$ cat config.mk
export PLATFORM = sky130hd
export DESIGN_NAME = mem_port_arbiter_flat
export DESIGN_NICKNAME = d
export VERILOG_FILES = /design/src/rtl/mem_port_arbiter_pkg.sv /design/src/rtl/mem_port_arbiter_if.sv /design/src/rtl/mem_port_arbiter_select.sv /design/src/rtl/mem_port_arbiter.sv /design/src/flat_wrapper.sv
export SDC_FILE = /design/constraint.sdc
export NUM_CORES = 1
export LEC_CHECK = 0
export ABC_AREA = 1
export CORE_ASPECT_RATIO = 0.8
export CORE_MARGIN = 10
export CORE_UTILIZATION = 27
export DETAILED_ROUTE_END_ITERATION = 8
export PLACE_DENSITY = 0.79
export SYNTH_ARGS = -nofsm -noshare
export SYNTH_HDL_FRONTEND = slang
export SYNTH_SLANG_ARGS = --single-unit
$ cat constraint.sdc
create_clock -name clk_i -period 1.7 [get_ports clk_i]
set_input_delay 0.255 -clock clk_i [delete_from_list [all_inputs] [get_ports clk_i]]
set_output_delay 0.255 -clock clk_i [all_outputs]
set_load 0.01 [all_outputs]
$ cat src/rtl/mem_port_arbiter_pkg.sv
// Shared definitions for the memory-port arbiter.
// Provides the return-owner encoding and the default widths and limits
// used by the arbiter top, its grant-select sub-module and its bus interface.
package mem_arb_pkg;

  localparam int ADDR_W_DEF      = 32;
  localparam int DATA_W_DEF      = 32;
  localparam int MAX_DSTREAK_DEF = 4;
  localparam int CNT_W_DEF       = 16;

  // Which port the RAM read data returning this cycle belongs to.
  typedef enum logic [1:0] {
    OWN_NONE  = 2'd0,
    OWN_FETCH = 2'd1,
    OWN_DATA  = 2'd2
  } owner_e;

endpackage

$ cat src/rtl/mem_port_arbiter_if.sv
// Bus bundle between the processor (fetch + data ports), the arbiter and
// the single-port RAM.
//   slave  : arbiter view (takes requests and RAM read data, drives grants,
//            returns and RAM address/write controls)
//   master : processor/RAM side view (the opposite directions)
// Fetch : iReq_i, iAddr_i, iFlush_i -> iGnt_o, iRValid_o, iRData_o
// Data  : dReq_i, dWe_i, dLock_i, dAddr_i, dWData_i, dWMask_i
//         -> dGnt_o, dRValid_o, dRData_o
// RAM   : memAddr_o, memWData_o, memWMask_o, memRData_i
interface mem_port_arbiter_if
  import mem_arb_pkg::*;
#(
  parameter int ADDR_W = ADDR_W_DEF,
  parameter int DATA_W = DATA_W_DEF
);

  logic                  iReq_i;
  logic [ADDR_W-1:0]     iAddr_i;
  logic                  iFlush_i;
  logic                  iGnt_o;
  logic                  iRValid_o;
  logic [DATA_W-1:0]     iRData_o;

  logic                  dReq_i;
  logic                  dWe_i;
  logic                  dLock_i;
  logic [ADDR_W-1:0]     dAddr_i;
  logic [DATA_W-1:0]     dWData_i;
  logic [DATA_W/8-1:0]   dWMask_i;
  logic                  dGnt_o;
  logic                  dRValid_o;
  logic [DATA_W-1:0]     dRData_o;

  logic [ADDR_W-1:0]     memAddr_o;
  logic [DATA_W-1:0]     memWData_o;
  logic [DATA_W/8-1:0]   memWMask_o;
  logic [DATA_W-1:0]     memRData_i;

  modport slave (
    input  iReq_i, iAddr_i, iFlush_i,
    input  dReq_i, dWe_i, dLock_i, dAddr_i, dWData_i, dWMask_i,
    input  memRData_i,
    output iGnt_o, iRValid_o, iRData_o,
    output dGnt_o, dRValid_o, dRData_o,
    output memAddr_o, memWData_o, memWMask_o
  );

  modport master (
    output iReq_i, iAddr_i, iFlush_i,
    output dReq_i, dWe_i, dLock_i, dAddr_i, dWData_i, dWMask_i,
    output memRData_i,
    input  iGnt_o, iRValid_o, iRData_o,
    input  dGnt_o, dRValid_o, dRData_o,
    input  memAddr_o, memWData_o, memWMask_o
  );

endinterface

$ cat src/rtl/mem_port_arbiter_select.sv
// Combinational grant selection between the fetch and data ports.
// Ports:
//   ireq, dreq   : request lines of the two ports
//   locked       : data port currently holds an atomic lock
//   streak       : consecutive contested data grants so far
//   ignt, dgnt   : one-hot (or zero) grant for this cycle
//   dgnt_forced  : data grant given only because of the lock; such grants
//                  must not count toward the starvation streak
module mem_arb_select
  import mem_arb_pkg::*;
#(
  parameter int MAX_DSTREAK = MAX_DSTREAK_DEF,
  parameter int STREAK_W    = $clog2(MAX_DSTREAK + 1)
) (
  input  logic                ireq,
  input  logic                dreq,
  input  logic                locked,
  input  logic [STREAK_W-1:0] streak,
  output logic                ignt,
  output logic                dgnt,
  output logic                dgnt_forced
);

  always_comb begin
    ignt        = 1'b0;
    dgnt        = 1'b0;
    dgnt_forced = 1'b0;
    if (locked) begin
      // The lock owner keeps the RAM; an idle locked cycle grants nobody so
      // the read-modify-write sequence cannot be split by a fetch.
      if (dreq) begin
        dgnt        = 1'b1;
        dgnt_forced = 1'b1;
      end
    end else if (dreq && !ireq) begin
      dgnt = 1'b1;
    end else if (ireq && !dreq) begin
      ignt = 1'b1;
    end else if (ireq && dreq) begin
      if (streak == STREAK_W'(MAX_DSTREAK)) begin
        ignt = 1'b1;
      end else begin
        dgnt = 1'b1;
      end
    end
  end

endmodule

$ cat src/rtl/mem_port_arbiter.sv
// Shares one single-port synchronous RAM (1-cycle read latency, byte-masked
// writes) between the instruction-fetch and data ports of the processor.
// Data has priority; a streak counter forces a fetch grant after
// MAX_DSTREAK contested data grants; a lock keeps AMO sequences atomic;
// a flush drops a stale fetch return.
// Ports:
//   clk_i            clock
//   reset_i          synchronous active-low reset
//   bus              fetch/data/RAM bundle (slave view)
//   fetchStallCnt_o  saturating count of cycles a fetch waited
module mem_port_arbiter
  import mem_arb_pkg::*;
#(
  parameter int ADDR_W      = ADDR_W_DEF,
  parameter int DATA_W      = DATA_W_DEF,
  parameter int MAX_DSTREAK = MAX_DSTREAK_DEF,
  parameter int CNT_W       = CNT_W_DEF
) (
  input  logic                 clk_i,
  input  logic                 reset_i,
  mem_port_arbiter_if.slave    bus,
  output logic [CNT_W-1:0]     fetchStallCnt_o
);

  localparam int STREAK_W = $clog2(MAX_DSTREAK + 1);

  owner_e                rowner, rowner_nxt;
  logic [STREAK_W-1:0]   streak, streak_nxt;
  logic                  locked, locked_nxt;
  logic [CNT_W-1:0]      stall_cnt, stall_cnt_nxt;

  logic                  sel_ignt, sel_dgnt, dgnt_forced;
  logic                  ignt, dgnt;
  logic [ADDR_W-1:0]     mem_addr;
  logic [DATA_W-1:0]     mem_wdata;
  logic [DATA_W/8-1:0]   mem_wmask;

  function automatic logic [CNT_W-1:0] sat_inc_cnt(input logic [CNT_W-1:0] v);
    return (&v) ? v : v + 1'b1;
  endfunction

  function automatic logic [STREAK_W-1:0] sat_inc_streak(input logic [STREAK_W-1:0] v);
    return (v == STREAK_W'(MAX_DSTREAK)) ? v : v + 1'b1;
  endfunction

  mem_arb_select #(
    .MAX_DSTREAK (MAX_DSTREAK),
    .STREAK_W    (STREAK_W)
  ) u_select (
    .ireq        (bus.iReq_i),
    .dreq        (bus.dReq_i),
    .locked      (locked),
    .streak      (streak),
    .ignt        (sel_ignt),
    .dgnt        (sel_dgnt),
    .dgnt_forced (dgnt_forced)
  );

  // Request cycle: grants and RAM controls, all combinational
  assign ignt = sel_ignt & reset_i;
  assign dgnt = sel_dgnt & reset_i;

  // An ungranted cycle still presents the fetch address with no write enables,
  // which is a harmless read.
  assign mem_addr  = dgnt ? bus.dAddr_i : bus.iAddr_i;
  assign mem_wdata = dgnt ? bus.dWData_i : '0;
  assign mem_wmask = (dgnt && bus.dWe_i) ? bus.dWMask_i : '0;

  assign bus.iGnt_o     = ignt;
  assign bus.dGnt_o     = dgnt;
  assign bus.memAddr_o  = mem_addr;
  assign bus.memWData_o = mem_wdata;
  assign bus.memWMask_o = mem_wmask;

  always_comb begin
    rowner_nxt    = OWN_NONE;
    streak_nxt    = streak;
    locked_nxt    = locked;
    stall_cnt_nxt = stall_cnt;

    if (ignt) begin
      rowner_nxt = OWN_FETCH;
    end else if (dgnt && !bus.dWe_i) begin
      rowner_nxt = OWN_DATA;
    end

    if (!bus.iReq_i || ignt) begin
      streak_nxt = '0;
    end else if (dgnt && !dgnt_forced) begin
      streak_nxt = sat_inc_streak(streak);
    end

    if (dgnt && bus.dLock_i) begin
      locked_nxt = 1'b1;
    end else if (!bus.dLock_i) begin
      locked_nxt = 1'b0;
    end

    if (bus.iReq_i && !ignt) begin
      stall_cnt_nxt = sat_inc_cnt(stall_cnt);
    end
  end

  always_ff @(posedge clk_i) begin
    if (!reset_i) begin
      rowner    <= OWN_NONE;
      streak    <= '0;
      locked    <= 1'b0;
      stall_cnt <= '0;
    end else begin
      rowner    <= rowner_nxt;
      streak    <= streak_nxt;
      locked    <= locked_nxt;
      stall_cnt <= stall_cnt_nxt;
    end
  end

  // Return cycle: RAM data goes straight to whichever port owns it
  assign bus.iRValid_o = reset_i && (rowner == OWN_FETCH) && !bus.iFlush_i;
  assign bus.dRValid_o = reset_i && (rowner == OWN_DATA);
  assign bus.iRData_o  = bus.memRData_i;
  assign bus.dRData_o  = bus.memRData_i;

  assign fetchStallCnt_o = stall_cnt;

endmodule

$ cat src/flat_wrapper.sv
// flat-port wrapper written by rule: the top's interface ports become plain ports
module mem_port_arbiter_flat import mem_arb_pkg::*;
#(
  parameter int ADDR_W      = ADDR_W_DEF,
  parameter int DATA_W      = DATA_W_DEF,
  parameter int MAX_DSTREAK = MAX_DSTREAK_DEF,
  parameter int CNT_W       = CNT_W_DEF
)
  (clk_i, reset_i, fetchStallCnt_o, bus_iReq_i, bus_iAddr_i, bus_iFlush_i, bus_dReq_i, bus_dWe_i, bus_dLock_i, bus_dAddr_i, bus_dWData_i, bus_dWMask_i, bus_memRData_i, bus_iGnt_o, bus_iRValid_o, bus_iRData_o, bus_dGnt_o, bus_dRValid_o, bus_dRData_o, bus_memAddr_o, bus_memWData_o, bus_memWMask_o);
  mem_port_arbiter_if #(.ADDR_W(ADDR_W), .DATA_W(DATA_W)) bus_i ();
  input  logic clk_i;
  input  logic reset_i;
  output logic [CNT_W-1:0] fetchStallCnt_o;
  input wire logic [$bits(bus_i.iReq_i)-1:0] bus_iReq_i;
  input wire logic [$bits(bus_i.iAddr_i)-1:0] bus_iAddr_i;
  input wire logic [$bits(bus_i.iFlush_i)-1:0] bus_iFlush_i;
  input wire logic [$bits(bus_i.dReq_i)-1:0] bus_dReq_i;
  input wire logic [$bits(bus_i.dWe_i)-1:0] bus_dWe_i;
  input wire logic [$bits(bus_i.dLock_i)-1:0] bus_dLock_i;
  input wire logic [$bits(bus_i.dAddr_i)-1:0] bus_dAddr_i;
  input wire logic [$bits(bus_i.dWData_i)-1:0] bus_dWData_i;
  input wire logic [$bits(bus_i.dWMask_i)-1:0] bus_dWMask_i;
  input wire logic [$bits(bus_i.memRData_i)-1:0] bus_memRData_i;
  output wire logic [$bits(bus_i.iGnt_o)-1:0] bus_iGnt_o;
  output wire logic [$bits(bus_i.iRValid_o)-1:0] bus_iRValid_o;
  output wire logic [$bits(bus_i.iRData_o)-1:0] bus_iRData_o;
  output wire logic [$bits(bus_i.dGnt_o)-1:0] bus_dGnt_o;
  output wire logic [$bits(bus_i.dRValid_o)-1:0] bus_dRValid_o;
  output wire logic [$bits(bus_i.dRData_o)-1:0] bus_dRData_o;
  output wire logic [$bits(bus_i.memAddr_o)-1:0] bus_memAddr_o;
  output wire logic [$bits(bus_i.memWData_o)-1:0] bus_memWData_o;
  output wire logic [$bits(bus_i.memWMask_o)-1:0] bus_memWMask_o;
  assign bus_i.iReq_i = bus_iReq_i;
  assign bus_i.iAddr_i = bus_iAddr_i;
  assign bus_i.iFlush_i = bus_iFlush_i;
  assign bus_i.dReq_i = bus_dReq_i;
  assign bus_i.dWe_i = bus_dWe_i;
  assign bus_i.dLock_i = bus_dLock_i;
  assign bus_i.dAddr_i = bus_dAddr_i;
  assign bus_i.dWData_i = bus_dWData_i;
  assign bus_i.dWMask_i = bus_dWMask_i;
  assign bus_i.memRData_i = bus_memRData_i;
  assign bus_iGnt_o = bus_i.iGnt_o;
  assign bus_iRValid_o = bus_i.iRValid_o;
  assign bus_iRData_o = bus_i.iRData_o;
  assign bus_dGnt_o = bus_i.dGnt_o;
  assign bus_dRValid_o = bus_i.dRValid_o;
  assign bus_dRData_o = bus_i.dRData_o;
  assign bus_memAddr_o = bus_i.memAddr_o;
  assign bus_memWData_o = bus_i.memWData_o;
  assign bus_memWMask_o = bus_i.memWMask_o;
  mem_port_arbiter #(.ADDR_W(ADDR_W), .DATA_W(DATA_W), .MAX_DSTREAK(MAX_DSTREAK), .CNT_W(CNT_W)) u_core (.clk_i(clk_i), .reset_i(reset_i), .bus(bus_i), .fetchStallCnt_o(fetchStallCnt_o));
endmodule
### Yosys cells after proc, flatten, opt, wreduce, memory -nomap -nowiden

Index checks and enable logic that the tools add are counted.

* add/sub/neg operators: 2
* eq/ne operators: 4
* mux-type cells: 19
* bitwise logic cells: 5
* reduce and logical (&&, ||, !) cells: 23

Operators with widths (number)
* 32-bit two-way mux: 2
* 16-bit by 1-bit adder with 16-bit output (second input constant): 1
* 16-bit AND reduction: 1
* 1-bit two-way mux: 15
* 1-bit logical AND: 11
* 1-bit zero test: 6
* 4-bit two-way mux: 1
* 2-bit AND reduction: 2
* 2-bit OR reduction: 2
* 3-bit by 1-bit adder with 3-bit output (second input constant): 1
* 3-bit == test (second input constant): 1
* 1-bit NOT: 3
* 1-bit AND: 2
* 2-bit by 1-bit == test with 1-bit output (second input constant): 1
* 2-bit == test (second input constant): 1
* 2-bit two-way mux: 1
* 2-bit by 1-bit inequality test with 1-bit output (second input constant): 1
* 1-bit logical OR: 1

* flip-flop bits (word level): 22
* input port bits: 139
* output and inout bits: 152
* word-level logic and storage cells: 58

### Longest topological paths before layout

* depth after elaboration: 10
* mapped depth: 11
* gate-level depth less buffers: 10

### Hierarchy

Synthesis repeated with hierarchy kept, for this count alone.

* cell total of the unflattened synthesis: 449
* area total of the unflattened synthesis: 2534.9 um^2

Modules (own cells, without submodules)
* mem_port_arbiter: times used 1, cells each 439, area each 2492.4 um^2, sequential area each 440.4 um^2
* mem_arb_select: times used 1, cells each 10, area each 42.5 um^2, sequential area each 0.0 um^2

### Least setup slack after synthesis

OpenSTA, ideal clock, no wires.

* path kind: register -> output
* start: register u_core.streak[0]
* end: output bus_memAddr_o[22]
* data arrival time: 1.424 ns
* data required time: 1.445 ns
* setup slack: 0.021 ns
* cell stages (with the launch flop): 9
* path buffers: 1
* cells stage by stage: dfxtp_1 inv_1 ha_1 nand4_1 nand3_1 clkinv_1 clkbuf_1 nand2_1 nand2_1

* cells in the longest elaborated chain, start to end: 8

RTL lines
* start: declaration: line mem_port_arbiter.sv:28 `logic [STREAK_W-1:0] streak, streak_nxt;`
* start signal: assignment: line mem_port_arbiter.sv:112 `streak <= streak_nxt;`
* 3-bit == test: line mem_port_arbiter_select.sv:40 `if (streak == STREAK_W'(MAX_DSTREAK)) begin`
* 1-bit two-way mux: line mem_port_arbiter_select.sv:40
* 1-bit two-way mux: line mem_port_arbiter_select.sv:39 `end else if (ireq && dreq) begin`
* 1-bit two-way mux: line mem_port_arbiter_select.sv:37 `end else if (ireq && !dreq) begin`
* 1-bit two-way mux: line mem_port_arbiter_select.sv:35 `end else if (dreq && !ireq) begin`
* 1-bit two-way mux: line mem_port_arbiter_select.sv:28 `if (locked) begin`
* 1-bit AND: line mem_port_arbiter.sv:61 `assign dgnt = sel_dgnt & reset_i;`
* via bus_dGnt_o: line flat_wrapper.sv:27 `output wire logic [$bits(bus_i.dGnt_o)-1:0] bus_dGnt_o;`
* 32-bit two-way mux: line mem_port_arbiter.sv:65 `assign mem_addr = dgnt ? bus.dAddr_i : bus.iAddr_i;`
* end: declaration: line flat_wrapper.sv:30 `output wire logic [$bits(bus_i.memAddr_o)-1:0] bus_memAddr_o;`

The timed path passes the listed nets, and every way through them passes these cells.

### Worst setup path in the final report

* start: register u_core.streak[0]
* end: output bus_memAddr_o[1]

* cells in the longest elaborated chain, start to end: 8

RTL lines (line)
* 3-bit == test: mem_port_arbiter_select.sv:40
* 1-bit two-way mux: mem_port_arbiter_select.sv:40
* 1-bit two-way mux: mem_port_arbiter_select.sv:39
* 1-bit two-way mux: mem_port_arbiter_select.sv:37
* 1-bit two-way mux: mem_port_arbiter_select.sv:35
* 1-bit two-way mux: mem_port_arbiter_select.sv:28
* 1-bit AND: mem_port_arbiter.sv:61
* 32-bit two-way mux: mem_port_arbiter.sv:65

No other way between the ends.

==> results.json <==
{
  "rsz0062_at_grt": "true",
  "power.switching_w": 0.0006744,
  "yosysTopAreaCell": "nand2_1",
  "via_per_inst": 4.726,
  "grt_max_degree": 14,
  "cts_tree": "done",
  "clkPwrFrac": 0.239,
  "reg2reg_from": "u_core.streak[0]$_SDFFE_PP0P_",
  "rows": 30,
  "drv_cap": 0,
  "cts.reportedPaths.clkPinSlew_ns": 0.08,
  "num_vias": 3431,
  "ys_seq_area_frac": 0.1825,
  "die_w_um": 125.7,
  "antenna_found_initial": 4,
  "die_y_um": 104.6,
  "cts_buffer_depth": 2,
  "drt-total-wl_um": 15420,
  "synth_seq_cells": 22,
  "p_seq_frac": 0.249,
  "arrival_ns": 1.87,
  "ys_async_sr_fraction": 0,
  "worst_ep_required_time_ns": 1.44,
  "hpwl_um": 10750,
  "synth_top_area_share": 0.2597,
  "nets": 754,
  "pin_count": 291,
  "first_pass_iters": 4,
  "violations": "setup timing",
  "place.gp.congestion": 0.9430,
  "cts_made_buffers": 3,
  "p_int_w": 0.001457,
  "cts.htree.levels": 1,
  "worstHoldEndpoint": "u_core.locked$_SDFFE_PN0P_",
  "syn-cell-area_um2": 2414,
  "seq_area_um2": 444.2,
  "drv_slew": 0,
  "cp_max_fo": 8,
  "leakagePower_nw": 2.480,
  "skew_ns": 0.007241,
  "syn_inst": 439,
  "dpl_worst_slack_ns": -0.5970,
  "start_kind": "flop",
  "timing.rr.end": "u_core.fetchStallCnt_o[13]$_SDFFE_PN0P_",
  "setup_slack_ns": -0.4218,
  "slew_headroom": 0.6098,
  "rr_worst_depth": 13,
  "hold_viol_final": 0,
  "multi_input_area_um2": 1814,
  "synth_edf_count": 0,
  "min_from": "u_core.locked$_SDFFE_PN0P_",
  "p_sw_frac": 0.3164,
  "r2r_slack_ns": -0.13,
  "p_per_area_nw_per_um2": 395.7,
  "min_period_over_period": 1.248,
  "fin_crit_ns": 2.122,
  "n_fill_cell": 697,
  "port_buffers": 194,
  "initial_core_util": 0.2808,
  "comb_power_share": 0.512,
  "hold_path.class": "flop to flop",
  "tns_ns": -24.78,
  "grt_overflow": 0,
  "route.detailed.drc": 0,
  "clock-sinks": 22,
  "avgSynthCellArea_um2": 5.498,
  "status": "complete, but fails checks",
  "yosys-top-cells-area": "nand2_1 26%, buf_4 20%, dfxtp_1 18%",
  "syn_to_final_growth_pct": 123.2,
  "synth_flop_cell": "dfxtp_1",
  "path_class": "flop to primary output",
  "die_area_um2": 13140,
  "grt.total_usage": 0.1979,
  "clkLatencyLatePin_ns": 0.27,
  "critPathCaptureType": "primary output",
  "root_buffer": "clkbuf_8",
  "max_freq_mhz": 471.3,
  "hold_path_depth": 2,
  "drive_gt1_frac": 0.4092,
  "fp.coreArea_um2": 8596,
  "ir_drop_mv": 0.3045,
  "drt.antenna.violating_nets": 0,
  "drt-initial-drc-count": 174,
  "synth.distinct_cells": 22,
  "worst_slew_pin_slew_ns": 0.5847,
  "grt_pass1_wl_um": 20770,
  "synthesis.nets": 581,
  "routedWlPerCell_um": 21.23,
  "setup_viol": 86,
  "yosysWarningCount": 0,
  "grt_pass1_vias": 3432
}
[cells in the mapped netlist (2+ instances only)]
cell type,number
nor2_1,61
inv_1,53
nor2_4,2
buf_4,64
o21ai_0,6
nand2_1,167
clkbuf_1,7
xnor2_1,4
dfxtp_1,22
nor2_2,2
buf_6,2
nand4_1,5
nand2_2,3
nand3_1,9
buf_2,5
ha_1,3
a21oi_1,18
nor3_1,2
[power groups by stage]
stage / clock network (W) / logic (W) / registers (W)
floorplan: 0 / 0.000383 / 0.000545
global placement: 0 / 0.000748 / 0.000541
detailed placement: 0 / 0.000757 / 0.000542
CTS: 0.000509 / 0.000910 / 0.000530
global route: 0.000530 / 0.00115 / 0.000533
finish: 0.000509 / 0.00109 / 0.000532
[logic make-up after synthesis]
group                      Yosys count  share of synthesized area
AOI/OAI and AO/OA                   24                    0.04977
xor gates and xnor gates             5                    0.01814
adders and majority gates            3                    0.01555
buffers and inverters              134                     0.3214
DFF                                 22                     0.1825
and+or+nand+nor                    251                     0.4126
[worst max-delay path, cell delays in order, from the launching register on]
cell and delay (ns):
dfxtp_2 0.33, inv_2 0.08, ha_4 0.15, nand4_1 0.18
nand3_4 0.16, clkinv_4 0.09, buf_12 0.15, buf_12 0.15
nand2_2 0.07, nand2_1 0.08, buf_2 0.15
[layer usage]
layer  GRT usage  share of wire  vias up  wire length [µm]
li1            -              -     1597                 -
met1      0.2063           0.34     1612              5297
met2      0.3681           0.56      178              8567
met3     0.05404          0.073       42              1118
met4     0.07471          0.027        2               420
met5           0        0.00084        -                13
[worst max-delay path by stage]
stage | startpoint | end | slack [ns] | depth (start not counted)
CTS | u_core.streak[0]$_SDFFE_PP0P_ | bus_memAddr_o[12] | -0.41 | 10
global route | u_core.streak[0]$_SDFFE_PP0P_ | bus_memWData_o[8] | -0.48 | 10
detailed placement | bus_iReq_i | bus_memAddr_o[6] | -0.60 | 7
finish | u_core.streak[0]$_SDFFE_PP0P_ | bus_memAddr_o[1] | -0.42 | 10
global placement | bus_iReq_i | bus_memAddr_o[6] | -0.56 | 7
floorplan | u_core.streak[0]$_SDFFE_PP0P_ | bus_memAddr_o[22] | 0.02 | 8
[sequential cells by signal, indices dropped and copies added (netlist names)]
| register | cells |
|---|---|
| u_core.fetchStallCnt_o | 16 |
| u_core.streak | 3 |
| u_core.rowner | 2 |
| u_core.locked | 1 |
[timing repair]
item | in CTS | in global routing
setup buffers | 20 | 7
endpoints found under the setup margin | 75 | 87
cloned | 10 | 1
gates resized for setup | 391 | 164
hold buffers | 0 | 0
pin swaps | 14 | 28
[final cells by class]
class	count	area share
repair buffers	247	0.4999
flip-flops and latches	22	0.08246
diodes	3	0.001394
well taps	112	0.02602
multi-input cells	283	0.3368
clock buffers	3	0.007665
inverters	55	0.04019
clock inverters	1	0.005575
[cell usage in the layout (no fill, tap or decap), types with 8 or more instances in the layout]
cell / count
clkdlybuf4s50_1: 121
nand2_1: 114
buf_6: 59
inv_1: 50
nor2_4: 30
nand2_4: 28
nand2_2: 27
nor2_1: 26
buf_2: 21
buf_4: 19
dfxtp_1: 19
a21oi_2: 10
buf_16: 10
nor2_2: 9
buf_12: 9
a21oi_1: 8
[stage by stage]
stage                      power, W  cell area (µm²)  hold WS (ns)  instances  utilization
after detailed placement   0.001299             4111        0.4877        685       0.4783
after CTS                  0.001949             4708        0.5025        718       0.5477
final                      0.002131             5386        0.5035        726       0.6266
after floorplan           0.0009285             2414        0.3274        439            -
after global placement     0.001289             4111        0.4574        685       0.4783
after global routing       0.002209             5386        0.5100        726       0.6266
(Power assumes the default switching activity.)
